`src/rtl/wb_fwd_ctrl.sv`:
```
// Operand forwarding and load-use stall control at the LC-3b decode/execute boundary.
// Picks the freshest value per source (EX > MEM > WB0 > WB1 > regfile) and stalls on unresolved loads.
module wb_fwd_ctrl #(
    parameter int WIDTH = 16,
    parameter int CNT_W = 8
) (
    input  logic             clk,
    input  logic             rst_n,
    input  logic [2:0]       sr1,
    input  logic [2:0]       sr2,
    input  logic             sr1_use,
    input  logic             sr2_use,
    input  logic [WIDTH-1:0] rf_sr1,
    input  logic [WIDTH-1:0] rf_sr2,
    input  logic [2:0]       ex_dr,
    input  logic             ex_wr,
    input  logic             ex_is_load,
    input  logic [WIDTH-1:0] ex_val,
    input  logic [2:0]       mem_dr,
    input  logic             mem_wr,
    input  logic             mem_is_load,
    input  logic             mem_resp,
    input  logic [WIDTH-1:0] mem_val,
    input  logic             wb_wr,
    input  logic             retain_load,
    input  logic             retain_clear,
    input  logic [2:0]       wb_sel_0,
    input  logic [2:0]       wb_sel_1,
    input  logic [WIDTH-1:0] wb_val_0,
    input  logic [WIDTH-1:0] wb_val_1,
    input  logic             flush,
    output logic [WIDTH-1:0] opnd1,
    output logic [WIDTH-1:0] opnd2,
    output logic             stall,
    output logic [CNT_W-1:0] stall_cnt
);

    typedef enum logic [0:0] {
        RUN    = 1'b0,
        LDWAIT = 1'b1
    } state_t;

    state_t           state_r;
    logic             v0_r;
    logic             v1_r;
    logic [CNT_W-1:0] cnt_r;

    logic ex_hit1_s, mem_hit1_s, wb0_hit1_s, wb1_hit1_s;
    logic ex_hit2_s, mem_hit2_s, wb0_hit2_s, wb1_hit2_s;
    logic hz1_s, hz2_s, hazard_s, stall_s;

    // A load still in EX has no data yet, and a load in MEM only forwards once memory responds.
    assign ex_hit1_s  = ex_wr && !ex_is_load && (ex_dr == sr1);
    assign ex_hit2_s  = ex_wr && !ex_is_load && (ex_dr == sr2);
    assign mem_hit1_s = mem_wr && (mem_dr == sr1) && (!mem_is_load || mem_resp);
    assign mem_hit2_s = mem_wr && (mem_dr == sr2) && (!mem_is_load || mem_resp);
    assign wb0_hit1_s = v0_r && (wb_sel_0 == sr1);
    assign wb0_hit2_s = v0_r && (wb_sel_0 == sr2);
    assign wb1_hit1_s = v1_r && (wb_sel_1 == sr1);
    assign wb1_hit2_s = v1_r && (wb_sel_1 == sr2);

    assign hz1_s = sr1_use && ex_wr && ex_is_load && (ex_dr == sr1)
                 || sr1_use && mem_wr && mem_is_load && !mem_resp && (mem_dr == sr1);
    assign hz2_s = sr2_use && ex_wr && ex_is_load && (ex_dr == sr2)
                 || sr2_use && mem_wr && mem_is_load && !mem_resp && (mem_dr == sr2);
    assign hazard_s = hz1_s || hz2_s;
    assign stall_s  = hazard_s && !flush;

    // Operand 1 priority mux.
    always_comb begin
        opnd1 = rf_sr1;
        if (ex_hit1_s) begin
            opnd1 = ex_val;
        end else if (mem_hit1_s) begin
            opnd1 = mem_val;
        end else if (wb0_hit1_s) begin
            opnd1 = wb_val_0;
        end else if (wb1_hit1_s) begin
            opnd1 = wb_val_1;
        end else begin
            opnd1 = rf_sr1;
        end
    end

    // Operand 2 priority mux.
    always_comb begin
        opnd2 = rf_sr2;
        if (ex_hit2_s) begin
            opnd2 = ex_val;
        end else if (mem_hit2_s) begin
            opnd2 = mem_val;
        end else if (wb0_hit2_s) begin
            opnd2 = wb_val_0;
        end else if (wb1_hit2_s) begin
            opnd2 = wb_val_1;
        end else begin
            opnd2 = rf_sr2;
        end
    end

    assign stall     = stall_s;
    assign stall_cnt = cnt_r;

    // Slot valid bits shadow the retained writeback registers.
    always_ff @(posedge clk or negedge rst_n) begin
        if (!rst_n) begin
            v0_r <= 1'b0;
            v1_r <= 1'b0;
        end else if (retain_clear) begin
            v0_r <= 1'b0;
            v1_r <= 1'b0;
        end else if (retain_load) begin
            v0_r <= wb_wr;
            v1_r <= v0_r;
        end else begin
            v0_r <= v0_r;
            v1_r <= v1_r;
        end
    end

    // Load-use FSM; flush always returns to RUN.
    always_ff @(posedge clk or negedge rst_n) begin
        if (!rst_n) begin
            state_r <= RUN;
        end else if (flush) begin
            state_r <= RUN;
        end else begin
            case (state_r)
                RUN:     state_r <= hazard_s ? LDWAIT : RUN;
                LDWAIT:  state_r <= hazard_s ? LDWAIT : RUN;
                default: state_r <= RUN;
            endcase
        end
    end

    // Saturating count of stalled cycles.
    always_ff @(posedge clk or negedge rst_n) begin
        if (!rst_n) begin
            cnt_r <= {CNT_W{1'b0}};
        end else if (stall_s && (cnt_r != {CNT_W{1'b1}})) begin
            cnt_r <= cnt_r + {{(CNT_W-1){1'b0}}, 1'b1};
        end else begin
            cnt_r <= cnt_r;
        end
    end

endmodule

```
`config.mk`:
```
export PLATFORM = sky130hd
export DESIGN_NAME = wb_fwd_ctrl
export DESIGN_NICKNAME = d
export VERILOG_FILES = /design/src/rtl/wb_fwd_ctrl.sv
export SDC_FILE = /design/constraint.sdc
export NUM_CORES = 1
export LEC_CHECK = 0
export BUFFER_PORTS_ARGS = -buffer_cell sky130_fd_sc_hd__buf_2
export CAP_MARGIN = 20
export CORE_ASPECT_RATIO = 0.75
export CORE_UTILIZATION = 46
export CTS_CLUSTER_DIAMETER = 150
export DETAILED_ROUTE_END_ITERATION = 10
export GPL_TIMING_DRIVEN = 0
export PLACE_DENSITY_LB_ADDON = 0.12
export SLEW_MARGIN = 20
export SYNTH_ARGS = -nofsm -noshare
export SYNTH_HDL_FRONTEND = slang
export SYNTH_SLANG_ARGS = --single-unit
```
`constraint.sdc`:
```
create_clock -name clk -period 2.5 [get_ports clk]
set_clock_uncertainty 0.15 [all_clocks]
set_input_delay 0.375 -clock clk [delete_from_list [all_inputs] [get_ports clk]]
set_output_delay 0.375 -clock clk [all_outputs]
set_load 0.02 [all_outputs]
```
==> results.sh <==
export IMPL_placed_cell_area_um2=3270
export IMPL_maxSlewHeadroom=0.678
export IMPL_start_util=0.483
export IMPL_ys_ff_latch=10
export IMPL_ys_seq_area_frac=0.105
export IMPL_syn_num_nets=416
export IMPL_yosys_warnings=0
export IMPL_final_nets=598
export IMPL_clock_root_buffer="clkbuf_8"
export IMPL_syn_avg_cell_area_um2=8.26
export IMPL_ir_worst_vdd_v=0.000205
export IMPL_p_per_area_nw_per_um2=311
export IMPL_vias=2906
export IMPL_portBuffers=163
export IMPL_end_kind="output pin"
export IMPL_grt_max_degree=11
export IMPL_setup_violations=0
export IMPL_stdcell_area_um2=3470
export IMPL_syn_inst=288
export IMPL_cts_htree_levels=1
export IMPL_async_flop_share=1.00
export IMPL_cp_max_fo=10
export IMPL_synthTopCellsByArea="mux2i_1 14%, o221ai_2 13%, dfrtp_1 11%, nand2_1 8.5%, a21oi_2 7.4%"
export IMPL_cts_buffer_depth=2
export IMPL_register_area_um2=250
export IMPL_status="complete, but fails checks"
export IMPL_finalCritPeriodShare=0.984
export IMPL_dieArea_um2=5470
export IMPL_synth_cell_area_um2=2380
export IMPL_period_needed_ps=2460
export IMPL_path_buf_inv=3
export IMPL_antenna_found_initial=0
export IMPL_multiInputGateArea_um2=1970
export IMPL_slowest_delay_ps=320
export IMPL_worst_path_most_repeated_cell="buf_2"
export IMPL_min_path_type="in2reg"
export IMPL_num_rows=22
export IMPL_synth_top_area_share=0.143
export IMPL_io_pins=168
export IMPL_die_x_um=85.0
export IMPL_cp_data_required_time_ps=1980
export IMPL_critPathKind="in2out"
export IMPL_clock_latency_ps=240
export IMPL_fillCellCount=444
export IMPL_timing_setup_tns_ps=0
export IMPL_drive_above_1_share=0.561
export IMPL_coreArea_um2=4930
export IMPL_die_y_um=64.3
export IMPL_cts_buffers=3
export IMPL_synth_common_cells="54 x nand2_1, 35 x nor2_1, 34 x mux2i_1"
export IMPL_wl_per_cell_um=15.7
export IMPL_synthFlopType="dfrtp_1"
export IMPL_worstMarginPinSlew_ps=481
export IMPL_drtPass1Iterations=7
export IMPL_synth_cell_types=38
export IMPL_cap_viol_max_count=0
export IMPL_vias_per_cell=5.49
export IMPL_antenna_cells=0
export IMPL_path_clk_slew_ps=50
export IMPL_path_cells="buf_2 -> xor2_1 -> nor3_2 -> buf_4 -> nor2_1 -> a21oi_1 -> o221ai_1 -> buf_2"
export IMPL_drcViolationCount=2
export IMPL_synth_area_leader_cell="mux2i_1"
export IMPL_post_route_util=0.704
export IMPL_cts_tree="yes"
export IMPL_slew_violations=0
export IMPL_synth_edff_count=0
export IMPL_cp_arrival_ps=1930
export IMPL_synth_most_common_cell="nand2_1"
export IMPL_gp_congestion=0.837
export IMPL_grt_pass1_vias=2576
export IMPL_violations="DRC"
export IMPL_critPathTopFamily="buffers and inverters"
export IMPL_fmaxAchievable_ghz=0.407
export IMPL_crit_path_start_kind="primary input"
export IMPL_power_leakage_uw=0.00181
export IMPL_grt_pass1_wl_mm=12.4
export IMPL_cpMaxStageDelayCell="nor3_2"
export IMPL_clock_sinks=10
export IMPL_dp_hpwl_mm=6.77
export IMPL_area_delta_synth_final_pct=45.8
export IMPL_wirelength_mm=8.32
export IMPL_drtAntennaViolNets=0
export IMPL_hold_viol_final=0
export IMPL_grt_ovfl_total=0
export IMPL_drtIter0Drc=153
export IMPL_grtUsageTotal=0.290
==> kinds of logic after synthesis <==
group                      share of synthesized area
and+or+nand+nor                                0.242
AOI/OAI and AO/OA                              0.289
muxes                                          0.149
xor gates and xnor gates                       0.129
buffers and inverters                         0.0794
DFF                                            0.105
adders and majority gates                    0.00526
==> per-layer routing <==
metal | up-vias | part of all wire | GRT usage
li1 | 1417 | - | -
met4 | 0 | 0.024 | 0.0911
met2 | 135 | 0.43 | 0.431
met5 | - | 0 | 0
met1 | 1333 | 0.47 | 0.439
met3 | 21 | 0.071 | 0.0194
==> stage by stage <==
| step | cells | total power, uW | worst slack [ps] | hold slack [ps] |
|---|---|---|---|---|
| after floorplan | 288 | 603 | 278 | -70.6 |
| after global placement | 511 | 846 | -26.8 | 92.3 |
| after detailed placement | 511 | 856 | -48.2 | 95.5 |
| after CTS | 516 | 1060 | 21.3 | 150 |
| after global routing | 529 | 1140 | -5.51 | 146 |
| final | 529 | 1080 | 40.3 | 149 |
==> flip-flops by register name (all words and copies together) (netlist names) <==
register	flops
v0_r	1
v1_r	1
stall_cnt	8
==> repair_timing <==
| item | 4_1_cts | 5_1_grt |
|---|---|---|
| endpoints found under the setup margin | 10 | 28 |
| buffers inserted | 0 | 13 |
| gates resized for setup | 2 | 12 |
| endpoints found under the hold margin | 10 | 0 |
| pin swaps | 0 | 5 |
| hold buffers | 1 | 0 |
==> power breakdown <==
group          total [uW]  switching, uW  internal, uW
clock                 204           65.8           139
combinational         668            375           293
sequential            205           22.6           183
total                1080            464           614
==> worst register-to-register path, stage by stage, from the launching register on <==
cell and delay (ps):
dfrtp_1 410, ha_1 240, nand2_1 100, nor3_1 50
nor2_1 370, nand2_4 100, mux2_4 300
==> layout by cell type (no fill, tap or decap), types with 3 or more instances in the layout <==
cell type  instances
nor2_1            35
buf_4             15
mux2i_1           34
nand3_1            4
nand2_1           54
dfrtp_1           10
o221ai_1          12
clkbuf_2           4
xnor2_1           19
clkbuf_8           4
xnor2_2            7
nand3_2            3
a21oi_1           13
a21oi_2           20
xor2_1             4
buf_6             10
o221ai_2          20
buf_2            168
==> path summary, 6_finish.rpt <==
check / cells past startpoint / from / slack [ps] / end
min reg2reg: 1 / stall_cnt[7]$_DFFE_PN0P_ / 350 / stall_cnt[7]$_DFFE_PN0P_
min: 2 / retain_clear / 150 / v1_r$_DFFE_PN0P_
max: 8 / sr2[2] / 40 / opnd2[4]
min in group asynchronous: 2 / rst_n / 380 / stall_cnt[4]$_DFFE_PN0P_
max reg2reg: 6 / stall_cnt[0]$_DFFE_PN0P_ / 660 / stall_cnt[1]$_DFFE_PN0P_
max in group asynchronous: 2 / rst_n / 1630 / stall_cnt[0]$_DFFE_PN0P_
==> final cells by class <==
| type | count | share of cell area |
|---|---|---|
| Buffer | 23 | 0.0563 |
| Clock buffer | 4 | 0.0159 |
| Inverter | 1 | 0.00108 |
| Multi-Input combinational cell | 254 | 0.567 |
| Sequential cell | 10 | 0.0721 |
| Tap cell | 60 | 0.0216 |
| Timing Repair Buffer | 177 | 0.266 |
No activity file was read; power rests on OpenSTA's default activity.
